[src/rtl/wb_regfile.sv]
// Writeback stage: selects the writeback value, commits it to the register file,
// serves two decode read ports with same-cycle bypass, and counts committed writes.
module wb_regfile #(
   parameter int DW       = 32,
   parameter int AW       = 5,
   parameter int ZERO_REG = 1,
   parameter int CNT_W    = 32
) (
   input  logic             CLK,
   input  logic             RSTN,
   input  logic [1:0]       SelWB_W,
   input  logic             WEN_W,
   input  logic [DW-1:0]    ALUOUT_W,
   input  logic [DW-1:0]    LoadData_W,
   input  logic [DW-1:0]    PCADD4_W,
   input  logic [DW-1:0]    DOUT0_W,
   input  logic [AW-1:0]    WA_W,
   input  logic [AW-1:0]    RA0,
   input  logic [AW-1:0]    RA1,
   output logic [DW-1:0]    RD0,
   output logic [DW-1:0]    RD1,
   output logic [DW-1:0]    WB_DATA,
   output logic             WB_FIRE,
   output logic [CNT_W-1:0] WCNT
);

   localparam int   LP_NREG = 2**AW;
   localparam logic LP_ZR   = (ZERO_REG != 0);

   logic [DW-1:0]    r_regs [LP_NREG];
   logic [CNT_W-1:0] r_wcnt;
   logic [DW-1:0]    w_wb_data;
   logic             w_fire;

   always_comb begin
      w_wb_data = ALUOUT_W;
      case (SelWB_W)
         2'd0:    w_wb_data = ALUOUT_W;
         2'd1:    w_wb_data = LoadData_W;
         2'd2:    w_wb_data = PCADD4_W;
         2'd3:    w_wb_data = DOUT0_W;
         default: w_wb_data = ALUOUT_W;
      endcase
   end

   // RSTN in the fire term gates both the commit and the bypass while in reset.
   assign w_fire = ~WEN_W & ~(LP_ZR & (WA_W == '0)) & RSTN;

   always_ff @(posedge CLK or negedge RSTN) begin
      if (!RSTN) begin
         for (int i = 0; i < LP_NREG; i++) r_regs[i] <= '0;
      end else if (w_fire) begin
         r_regs[WA_W] <= w_wb_data;
      end
   end

   always_ff @(posedge CLK or negedge RSTN) begin
      if (!RSTN)       r_wcnt <= '0;
      else if (w_fire) r_wcnt <= r_wcnt + CNT_W'(1);
   end

   always_comb begin
      RD0 = r_regs[RA0];
      if (LP_ZR && (RA0 == '0))          RD0 = '0;
      else if (w_fire && (WA_W == RA0))  RD0 = w_wb_data;
   end

   always_comb begin
      RD1 = r_regs[RA1];
      if (LP_ZR && (RA1 == '0))          RD1 = '0;
      else if (w_fire && (WA_W == RA1))  RD1 = w_wb_data;
   end

   assign WB_DATA = w_wb_data;
   assign WB_FIRE = w_fire;
   assign WCNT    = r_wcnt;

endmodule

[config.mk]
export PLATFORM = sky130hd
export DESIGN_NAME = wb_regfile
export DESIGN_NICKNAME = d
export VERILOG_FILES = /design/src/rtl/wb_regfile.sv
export SDC_FILE = /design/constraint.sdc
export NUM_CORES = 2
export LEC_CHECK = 0
export BUFFER_PORTS_ARGS = -buffer_cell sky130_fd_sc_hd__clkbuf_2
export CAP_MARGIN = 20
export CORE_MARGIN = 2
export CORE_UTILIZATION = 65
export DETAILED_ROUTE_END_ITERATION = 10
export GPL_ROUTABILITY_DRIVEN = 0
export PLACE_DENSITY_LB_ADDON = 0.05
export SLEW_MARGIN = 20
export SYNTH_ARGS = -nofsm -noshare
export SYNTH_HDL_FRONTEND = slang
export SYNTH_SLANG_ARGS = --single-unit
export TNS_END_PERCENT = 100
[constraint.sdc]
create_clock -name CLK -period 4.4 [get_ports CLK]
set_input_delay 0.66 -clock CLK [delete_from_list [all_inputs] [get_ports CLK]]
set_output_delay 0.66 -clock CLK [all_outputs]
set_load 0.03 [all_outputs]
## Word level (Yosys, flattened, before mapping)

Cells that the tools add are included.

| operators by class | value |
|---|---|
| mux-type cells | 14 |
| equal/unequal tests | 5 |
| $add $sub $neg | 1 |
| bitwise gates (word level) | 7 |
| reduce and logical (&&, ||, !) cells | 7 |
| $lt $le $gt $ge | 4 |

Operator list:

| operator | number |
|---|---|
| 1024-bit bitwise mux | 1 |
| 32-bit binary-select mux with 5-bit select | 2 |
| 32-bit two-way mux | 9 |
| 32-bit demux with 5-bit select | 1 |
| 32-bit one-hot mux with 4 select lines | 1 |
| 32-bit by 1-bit adder with 32-bit output (second input constant) | 1 |
| 6-bit >= comparator (second input constant) | 3 |
| 5-bit NOT with 6-bit output | 3 |
| 5-bit logical NOT | 3 |
| 5-bit equality test | 2 |
| 6-bit by 1-bit less-than comparator with 1-bit output (second input constant) | 1 |
| 2-bit equality test (second input constant) | 2 |
| 1-bit logical AND | 3 |
| 1-bit bitwise AND | 2 |
| 2-bit by 1-bit equality test with 1-bit output (second input constant) | 1 |
| 2-bit logical NOT | 1 |
| 1-bit NOT | 2 |

| word-level totals | value |
|---|---|
| logic and storage cells | 71 |
| output and inout bits | 129 |
| flip-flop bits (word level) | 1056 |
| input bits | 148 |

## Depth between registers and ports, before layout

| logic depth | value |
|---|---|
| depth after elaboration | 7 |
| gate-level depth with buffers | 9 |
| gate-level depth less buffers | 6 |

## Worst setup path before layout

No wires, ideal clock.

| timing path | value |
|---|---|
| path kind | in2out |
| from | in WA_W[1] |
| to | out RD0[18] |
| setup slack | 0.853 ns |
| arrival time | 2.887 ns |
| required time | 3.740 ns |
| stages | 8 |
| path buffers | 3 |
| path through | buf_2 -> or4_4 -> o21ai_4 -> inv_2 -> and3_1 -> buf_6 -> buf_6 -> a211oi_1 |

| on the way | value |
|---|---|
| cells in the longest elaborated chain, start to end | 7 |
| elaborated cells on any way between the ends | 8 |
| those cells by class | eq/ne (1); mux (2); bitwise (3); reduce/logical (2) |

RTL lines:

| what | RTL line | source |
|---|---|---|
| from (decl) | 17 | `input logic [AW-1:0] WA_W,` |
| 5-bit logical NOT | 47 | `assign w_fire = ~WEN_W & ~(LP_ZR & (WA_W == '0)) & RSTN;` |
| 1-bit NOT | 47 |  |
| 1-bit bitwise AND (2 in a row) | 47 |  |
| named net WB_FIRE | 23 | `output logic WB_FIRE,` |
| 1-bit logical AND | 65 | `else if (w_fire && (WA_W == RA0)) RD0 = w_wb_data;` |
| 32-bit two-way mux | 65 |  |
| 32-bit two-way mux | 64 | `if (LP_ZR && (RA0 == '0)) RD0 = '0;` |
| to (decl) | 20 | `output logic [DW-1:0] RD0,` |

The timed path passes the listed nets, and every way through them passes these cells.

## Worst setup path in the final report

| timing path | value |
|---|---|
| from | in RSTN |
| to | out RD0[23] |

| on the way | value |
|---|---|
| cells in the longest elaborated chain, start to end | 4 |

RTL lines:

| what | RTL line | source |
|---|---|---|
| from (decl) | 10 | `input logic RSTN,` |
| 1-bit bitwise AND | 47 |  |
| 1-bit logical AND | 65 |  |
| 32-bit two-way mux | 65 |  |
| 32-bit two-way mux | 64 |  |

No other way between the ends.

==> flow_summary.json <==
{
  "run_status": "finished, final reports clean",
  "synth.most_common_cell": "sky130_fd_sc_hd__nand2_1",
  "postSynthNetCount": 5057,
  "first_global_vias": 42900,
  "dr_total_vias": 43200,
  "layout.cell_area.non_filler_um2": 62100,
  "effective_utilization_at_floorplan": 0.659,
  "cts_setup_buffers": 0,
  "tritoncts": "done",
  "crit_path_top_delay_cell": "sky130_fd_sc_hd__and3_4",
  "setup_ws_ns": 0.135,
  "detail_route.drc_violations": 0,
  "fin_setup_tns_ns": 0,
  "core_um2": 84000,
  "globalRoute.totalOverflow": 0,
  "synth_top_cells_by_area": "sky130_fd_sc_hd__dfrtp_1 48%, sky130_fd_sc_hd__mux4_2 23%, sky130_fd_sc_hd__o21ai_0 9.0%",
  "drtPass1Iterations": 6,
  "dominantRegCellSynth": "sky130_fd_sc_hd__dfrtp_1",
  "floorplan.io_pins": 277,
  "final.min_clock_period_ns": 4.27,
  "synth_cell_type_count": 55,
  "placement.setup.worst_slack_ns": 0.536,
  "cts-htree-levels": 3,
  "worstPathArrival_ns": 3.61,
  "synth-edff-count": 0,
  "detailed_place_hpwl_um": 108000,
  "yosys_register_bits": 1056,
  "cap_violations": 0,
  "synth.top_cell.area_share": 0.478,
  "groute.usage.overall": 0.421,
  "finalHoldViolCount": 0,
  "netlist_instances": 4908,
  "post_drt_via_cell_ratio": 6.97,
  "worst_setup_path_end_kind": "primary output",
  "first_iter_violations": 5272,
  "fin_nets": 5137,
  "grt_start_max_net_pins": 191,
  "share_of_the_cycle_needed_by_the_critical_path_after_routing": 0.969,
  "routed_wirelength_um": 179000,
  "source_to_sink_clock_delay_at_the_later_pin_of_the_worst_skew_pair_ns": 0.67,
  "cts_max_path_buffers": 3,
  "drv_slew": 0,
  "post_synth_instance_area_um2": 55300,
  "timing.critical_path.cells": "dlygate4sd3_1 > buf_8 > nor2b_2 > o21ai_4 > inv_2 > and3_4 > nor3_1 > a211oi_1 > clkbuf_2",
  "area_delta_synth_final_pct": 12.2,
  "num_rows": 106,
  "max_fanout_on_critical_path": 27,
  "async_reset_ff_frac": 1.00,
  "crit_required_ns": 3.74,
  "post-synth-top-area-cell": "sky130_fd_sc_hd__dfrtp_1",
  "placement.cell_area_um2": 58300,
  "worst_max_slew_pin_slew_ns": 1.06,
  "routedWlPerCell_um": 28.9,
  "power.density_nw_per_um2": 441,
  "unrepaired_setup_endpoints_after_global_routing": "false",
  "postSynthAreaPerCell_um2": 11.3,
  "clock_skew_ns": 0.00772,
  "ant_nets": 0,
  "yosys_warnings": 0,
  "clock-sinks": 1056,
  "die_x_um": 296,
  "antenna_found_initial": 3,
  "slew_margin_rel": 0.290,
  "worst_hold_path_type": "reg2reg",
  "worst_path_largest_cell_delay_ns": 0.63,
  "port-buffer-count": 276,
  "fin_util": 0.739,
  "cts_inserted_buffers": 107,
  "maxClockFrequency_ghz": 0.234,
  "final-setup-viol-count": 0,
  "synthTopCellsByCount": "1100 x sky130_fd_sc_hd__nand2_1, 1056 x sky130_fd_sc_hd__dfrtp_1, 993 x sky130_fd_sc_hd__o21ai_0",
  "chipHeight_um": 296,
  "clkSlewWorstSetupHoldPaths_ns": 0.06,
  "leakage_uw": 0.0275,
  "clock_tree.root_cell": "sky130_fd_sc_hd__clkbuf_16",
  "drive_gt1_frac": 0.267,
  "worst_vdd_ir_uv": 327,
  "critPathKind": "in2out",
  "synth-seq-area-share": 0.478,
  "timing.critical_path.from_type": "input port",
  "floorplan.die_area_um2": 87400,
  "grt_first_pass_wirelength_um": 269000
}
==> power breakdown <==
group          internal (uW)  switching [uW]  total, uW
Clock                   5740            3940       9670
Combinational           2510            2920       5430
Sequential             11100            1140      12300
Total                  19400            7990      27400
==> path summary, 6_finish.rpt <==
check / endpoint / startpoint / depth (start not counted) / slack, ns
max in group asynchronous: r_regs[757] / RSTN / 5 / 1.25
min in group asynchronous: WCNT[29] / RSTN / 2 / 0.40
setup reg to reg: WCNT[26] / WCNT[10] / 5 / 2.05
hold / removal: r_regs[1016] / r_regs[1016] / 0 / 0.39
setup / recovery: RD0[23] / RSTN / 9 / 0.13
hold reg to reg: r_regs[1016] / r_regs[1016] / 0 / 0.39
==> worst max-delay path, delay by kind of cell <==
| family | cells | cell delay, ns |
|---|---|---|
| AOI/OAI and AO/OA | 2 | 0.55 |
| buffers and inverters | 4 | 1.24 |
| and+or+nand+nor | 3 | 1.09 |
==> registers in the layout, summed over array words and instances (netlist names) <==
signal / flops
r_regs: 1024
WCNT: 32
==> cell families after synthesis <==
group | Yosys count | synth area share
multiplexers | 688 | 0.252
AND/OR/NAND/NOR | 1299 | 0.0955
AO/OA/AOI/OAI | 1250 | 0.125
XOR/XNOR | 41 | 0.00649
adder cells (fa/ha/maj) | 1 | 0.000226
flip-flops | 1056 | 0.478
buffers and inverters | 573 | 0.0424
==> metal layers <==
layer  vias up  GRT usage  part of all wire
li1      18000          -                 -
met3       587      0.125              0.13
met2      2892      0.633              0.46
met4         6      0.195             0.051
met5         -    0.00942           0.00079
met1     21700      0.572              0.36
==> cell type report <==
| cell class | count | area [um^2] |
|---|---|---|
| tap | 1134 | 1420 |
| inverter | 37 | 139 |
| clock inverter | 44 | 594 |
| fill | 5690 | 21900 |
| clock buffer | 148 | 3110 |
| multi-input combinational | 3279 | 26700 |
| timing repair buffer | 507 | 3670 |
| sequential | 1056 | 26400 |
| antenna | 1 | 2.50 |
==> timing repair <==
item,CTS,global route
setup endpoints to repair,0,1
gates resized for setup,0,1
hold endpoints to repair,8,0
hold buffers,1,0
==> placed cells by master (no fill, tap or decap), types with 12 or more instances in the layout <==
master                      synthesis  final
sky130_fd_sc_hd__dfrtp_1         1056   1056
sky130_fd_sc_hd__mux2i_1           80     80
sky130_fd_sc_hd__o22ai_1           15     15
sky130_fd_sc_hd__o31ai_1           24     24
sky130_fd_sc_hd__mux2_2            40     40
sky130_fd_sc_hd__clkbuf_16          0    109
sky130_fd_sc_hd__a21oi_2           15     15
sky130_fd_sc_hd__and3_1            13     12
sky130_fd_sc_hd__clkbuf_1         409     15
sky130_fd_sc_hd__inv_1             36     36
sky130_fd_sc_hd__buf_12             0     37
sky130_fd_sc_hd__nand2_1         1100   1099
sky130_fd_sc_hd__a32o_1            24     24
sky130_fd_sc_hd__o21ai_2            0     32
sky130_fd_sc_hd__nand4_1           24     24
sky130_fd_sc_hd__a22oi_1           79     78
sky130_fd_sc_hd__nand4b_1          15     15
sky130_fd_sc_hd__clkbuf_8           0     24
sky130_fd_sc_hd__clkbuf_2           0    266
sky130_fd_sc_hd__mux4_2           558    558
sky130_fd_sc_hd__nand3_1           41     41
sky130_fd_sc_hd__clkinv_2           0     22
sky130_fd_sc_hd__a22o_1            30     30
sky130_fd_sc_hd__buf_4             10    196
sky130_fd_sc_hd__xor2_1            23     23
sky130_fd_sc_hd__o21ai_0          993    992
sky130_fd_sc_hd__bufinv_16          0     14
sky130_fd_sc_hd__nor3_1            23     22
sky130_fd_sc_hd__nor2_1            44     41
sky130_fd_sc_hd__xnor2_1           18     18
==> metrics by stage <==
| step | power [uW] | cells | hold WS (ns) |
|---|---|---|---|
| after floorplan | 15800 | 4908 | 0.364 |
| after detailed placement | 17700 | 6011 | 0.383 |
| after global placement | 17400 | 6011 | 0.376 |
| final | 27400 | 6206 | 0.395 |
| after global routing | 28400 | 6205 | 0.400 |
| after CTS | 27300 | 6204 | 0.369 |
No activity file was read; power rests on OpenSTA's default activity.
